**src/rtl/vga_write_arbiter.sv**
```systemverilog
// VGA framebuffer write arbiter.
// Merges pixel writes from a splash renderer and a game renderer onto one
// registered VGA adapter write port. A full-screen clear sweep has priority.
// A tie between the two renderers is resolved round-robin. A granted pixel
// with off-screen coordinates is consumed and not plotted, and it sets a
// sticky error flag.
module vga_write_arbiter #(
  parameter int WIDTH  = 160,
  parameter int HEIGHT = 120
) (
  input  logic       clk,
  input  logic       rst,
  input  logic       clear_req,
  input  logic       splash_req,
  input  logic [7:0] splash_x,
  input  logic [6:0] splash_y,
  input  logic [2:0] splash_color,
  output logic       splash_gnt,
  input  logic       game_req,
  input  logic [7:0] game_x,
  input  logic [6:0] game_y,
  input  logic [2:0] game_color,
  output logic       game_gnt,
  output logic [7:0] vga_x,
  output logic [6:0] vga_y,
  output logic [2:0] vga_color,
  output logic       vga_plot,
  output logic       clear_busy,
  output logic       clear_done,
  output logic       oob_err
);

  typedef enum logic {
    ST_IDLE  = 1'b0,
    ST_CLEAR = 1'b1
  } state_t;

  // The sweep ends at the last column of the last row.
  localparam logic [7:0] X_LAST = 8'(WIDTH - 1);
  localparam logic [6:0] Y_LAST = 7'(HEIGHT - 1);
  localparam logic [8:0] X_LIM  = 9'(WIDTH);
  localparam logic [7:0] Y_LIM  = 8'(HEIGHT);

  state_t     state_r;
  logic [7:0] x_cnt_r;
  logic [6:0] y_cnt_r;
  // High when the game renderer won the most recent grant.
  logic       last_game_r;

  logic       gnt_any_s;
  logic [7:0] px_x_s;
  logic [6:0] px_y_s;
  logic [2:0] px_color_s;
  logic       px_ok_s;

  // Returns 1 when the pixel lies on the visible screen.
  function automatic logic on_screen(input logic [7:0] x, input logic [6:0] y);
    return ({1'b0, x} < X_LIM) && ({1'b0, y} < Y_LIM);
  endfunction

  assign clear_busy = (state_r == ST_CLEAR);

  // Grant decision: only in IDLE when no clear is requested. A tie goes to
  // the requester that did not win last time.
  always_comb begin
    splash_gnt = 1'b0;
    game_gnt   = 1'b0;
    if ((state_r == ST_IDLE) && !clear_req) begin
      if (splash_req && game_req) begin
        if (last_game_r) begin
          splash_gnt = 1'b1;
        end else begin
          game_gnt = 1'b1;
        end
      end else if (splash_req) begin
        splash_gnt = 1'b1;
      end else if (game_req) begin
        game_gnt = 1'b1;
      end else begin
        splash_gnt = 1'b0;
        game_gnt   = 1'b0;
      end
    end else begin
      splash_gnt = 1'b0;
      game_gnt   = 1'b0;
    end
  end

  // Select the pixel data of whichever requester was granted.
  always_comb begin
    gnt_any_s = splash_gnt | game_gnt;
    if (game_gnt) begin
      px_x_s     = game_x;
      px_y_s     = game_y;
      px_color_s = game_color;
    end else begin
      px_x_s     = splash_x;
      px_y_s     = splash_y;
      px_color_s = splash_color;
    end
    px_ok_s = on_screen(px_x_s, px_y_s);
  end

  // Control FSM: runs the clear sweep, forwards granted pixels, keeps the
  // round-robin pointer and the sticky error flag, and registers every output.
  always_ff @(posedge clk or negedge rst) begin
    if (!rst) begin
      state_r     <= ST_IDLE;
      x_cnt_r     <= 8'd0;
      y_cnt_r     <= 7'd0;
      last_game_r <= 1'b1;
      vga_x       <= 8'd0;
      vga_y       <= 7'd0;
      vga_color   <= 3'd0;
      vga_plot    <= 1'b0;
      clear_done  <= 1'b0;
      oob_err     <= 1'b0;
    end else begin
      vga_plot   <= 1'b0;
      clear_done <= 1'b0;
      case (state_r)
        ST_IDLE: begin
          if (clear_req) begin
            state_r <= ST_CLEAR;
            x_cnt_r <= 8'd0;
            y_cnt_r <= 7'd0;
          end else if (gnt_any_s) begin
            last_game_r <= game_gnt;
            if (px_ok_s) begin
              vga_x     <= px_x_s;
              vga_y     <= px_y_s;
              vga_color <= px_color_s;
              vga_plot  <= 1'b1;
            end else begin
              // Off-screen pixel: consumed, write port holds its data.
              oob_err <= 1'b1;
            end
          end else begin
            vga_plot <= 1'b0;
          end
        end
        ST_CLEAR: begin
          if (clear_req) begin
            // Restart: the abandoned sweep never reports completion.
            x_cnt_r <= 8'd0;
            y_cnt_r <= 7'd0;
          end else begin
            vga_x     <= x_cnt_r;
            vga_y     <= y_cnt_r;
            vga_color <= 3'd0;
            vga_plot  <= 1'b1;
            if (x_cnt_r == X_LAST) begin
              x_cnt_r <= 8'd0;
              if (y_cnt_r == Y_LAST) begin
                y_cnt_r    <= 7'd0;
                state_r    <= ST_IDLE;
                clear_done <= 1'b1;
              end else begin
                y_cnt_r <= y_cnt_r + 7'd1;
              end
            end else begin
              x_cnt_r <= x_cnt_r + 8'd1;
            end
          end
        end
        default: begin
          state_r <= ST_IDLE;
        end
      endcase
    end
  end

endmodule

```
**config.mk**
```make
export PLATFORM = sky130hd
export DESIGN_NAME = vga_write_arbiter
export DESIGN_NICKNAME = d
export VERILOG_FILES = /design/src/rtl/vga_write_arbiter.sv
export SDC_FILE = /design/constraint.sdc
export NUM_CORES = 1
export LEC_CHECK = 0
export CAP_MARGIN = 10
export CORE_MARGIN = 3
export CORE_UTILIZATION = 49
export CTS_BUF_LIST = sky130_fd_sc_hd__clkbuf_8
export CTS_CLUSTER_SIZE = 20
export DETAILED_ROUTE_END_ITERATION = 8
export PLACE_DENSITY_LB_ADDON = 0.12
export SYNTH_ARGS = -nofsm -noshare
export SYNTH_HDL_FRONTEND = slang
export SYNTH_SLANG_ARGS = --single-unit
```
**constraint.sdc**
```tcl
create_clock -name clk -period 2.8 [get_ports clk]
set_clock_uncertainty 0.1 [all_clocks]
set_input_delay 0.56 -clock clk [delete_from_list [all_inputs] [get_ports clk]]
set_output_delay 0.56 -clock clk [all_outputs]
set_load 0.05 [all_outputs]
```
==> results.toml <==
[cells_and_area]
nets = 322
final_util_pct = 71.8
final_cell_mix = "60 x clkdlybuf4s50_1, 37 x dfrtp_1, 33 x o21ai_0, 33 x nand2_1, 18 x mux2i_1"
antenna-diode-count = 0
layout_commonest_cell = "clkdlybuf4s50_1"
area_delta_synth_final_pct = 37.2
fillCellCount = 311
drive_gt1_share_pct = 15.4
final_cell_area_um2 = 2960

[clock_tree]
postCtsHoldBufs = 0
clock_path_buffers = 2
cts.clk_slew.worst_paths_ns = 0.07
post_cts_resized = 0
clkLatencyLatePin_ns = 0.29
cts_buffers = 5
cts.htree.levels = 2
cts_tree = "done"
post_cts_buffers = 0
cts_sinks = 38
clockRootBuffer = "clkbuf_8"

[worst_setup_path]
path_class = "in2out"
crit_path_start_kind = "input pin"
worst_ep_required_time_ns = 2.14
worstPathArrival_ns = 1.94
cp-end-kind = "primary output"
critPathMaxFanout = 7

[routing]
vias = 1794
drt-total-wl_um = 5270
drt_iter0_drc = 112
first_pass_iters = 4
via_per_inst = 5.44
drc = 0
route.detailed.wl_per_inst_um = 16.0
postRouteAntennaNets = 0

[timing]
worstMarginPinSlew_ns = 0.832
rsz0062_at_grt = "no"
report.final.slew_viol_count = 0
max_slew_margin_pct = 44.5
setup_viol = 0
final_hold_viol_count = 0
min_period_ns = 2.60
fmax_ghz = 0.385
finalCritPeriodShare_pct = 92.8
setup_tns_ns = 0

[floorplan]
fp.dieW_um = 72.3
ioPinCount = 65
dieHeight_um = 72.3
dieArea_um2 = 5230
rows = 23
core_area_um2 = 4120
start_util_pct = 52.3

[logic_synthesis]
yosysUniqueCellTypes = 41
syn_nets = 254
synth_seq_area_share_pct = 44.2
syn_area_um2 = 2150
synthMuxAreaShare_pct = 19.3
synthAdderAreaFrac_pct = 1.16
synthSimpleGateAreaFrac_pct = 17.7
synth_xor_area_share_pct = 2.44
synthTopCellsByArea = "dfrtp_1 43%, mux2i_1 8.4%, o21ai_0 7.7%, mux2_4 6.3%, nand2_1 5.8%"
synth.avg_cell_area_um2 = 10.2
synth_cells = 211
yosys_register_bits = 38
synth_compound_area_share_pct = 11.4
synth_top_family_by_area = "multiplexers"
synth_top_area_share_pct = 43.0
ys_warn_count = 0
yosysTopAreaCell = "dfrtp_1"

[global_route]
grt_max_degree = 39
grt.overflow.total = 0
grt_first_pass_wirelength_um = 8530
grt_pass1_vias = 1711
antenna_found_initial = 0
grt.total_usage_pct = 21.4

[place]
dpl_cell_area_um2 = 2860
portBuffers = 64
dp_hpwl_um = 4050
gp_congestion = 0.866

[power_and_ir_drop]
powerDensity_nw_per_um2 = 376
p_leak_uw = 0.00138
vdd_ir_drop_max_mv = 0.392

[min_path]
hp-class = "in2async"

[flow_run]
cap_violations = 0

[outcome]
status = "complete, no violations"
==> through the flow <==
step	power, µW	worst slack [ns]	std cells	hold slack (ns)
floorplan	649	0.0349	211	0.164
global placement	743	0.199	322	0.365
detailed placement	745	0.147	322	0.376
CTS	1130	0.191	330	0.288
global route	1160	0.129	330	0.336
finish	1110	0.203	330	0.264
==> per-layer routing <==
layer | vias up | track usage (%) | wire [µm]
met4 | 0 | 6.89 | 68
met3 | 7 | 5.26 | 378
met5 | - | 0 | 0
met1 | 856 | 31.8 | 2560
li1 | 876 | - | -
met2 | 55 | 30.7 | 2260
==> synth_stat cells, drive strengths merged <==
cell type	instances
nor3	2
nor2	12
xnor2	3
dfstp	1
and4b	1
or2	2
mux2	18
nand4bb	1
or3	1
o211ai	1
and2b	1
mux2i	18
a21bo	1
o21ai	33
clkbuf	5
nand4	3
buf	4
nand3b	1
inv	5
or3b	1
dfrtp	37
ha	2
a21oi	3
o31ai	1
and3	6
nand2b	2
nand2	33
nor3b	1
nand3	5
xor2	3
and4bb	1
a211o	1
a41o	1
a32o	1
==> power breakdown <==
part	internal, µW	total [µW]	switching [µW]	leakage (µW)
clock network	195	377	182	0.0000524
logic	89.2	166	76.3	0.000812
registers	560	569	8.81	0.000514
==> worst max-delay path: stages <==
cell             delay [ns]
clkdlybuf4s50_1        0.44
a211o_1                0.29
or2_1                  0.34
inv_1                  0.15
buf_12                 0.14
==> flip-flops by register name, indices dropped and copies added, names as in the netlist <==
register	cells
vga_x	8
x_cnt_r	8
vga_y	7
y_cnt_r	7
vga_color	3
clear_busy	1
clear_done	1
last_game_r	1
oob_err	1
vga_plot	1
==> layout make-up <==
cell class | instances | area (µm²) | share of cell area [%]
inverter | 5 | 18.8 | 0.635
clock buffer | 6 | 82.6 | 2.79
timing repair buffer | 70 | 711 | 24.0
clock inverter | 2 | 8.76 | 0.296
multi-input combinational | 159 | 1120 | 37.9
sequential | 38 | 952 | 32.2
tap | 50 | 62.6 | 2.12
==> kinds of logic after synthesis <==
logic type	Yosys count
compound gates	42
xor+xnor	6
fa+ha+maj	2
buf+inv	14
flops	38
mux	36
simple gates	73
==> final timing paths <==
check | startpoint | to | slack, ns | cells after the start
min | rst | vga_x[5] | 0.26 | 1
min reg2reg | last_game_r | last_game_r | 0.38 | 2
max reg2reg | last_game_r | vga_y[5] | 0.72 | 6
min in group clk | last_game_r | last_game_r | 0.38 | 2
max | splash_req | game_gnt | 0.20 | 5
max in group asynchronous | rst | vga_color[1] | 1.80 | 1
Note: power is estimated with default switching activity, not from simulation.
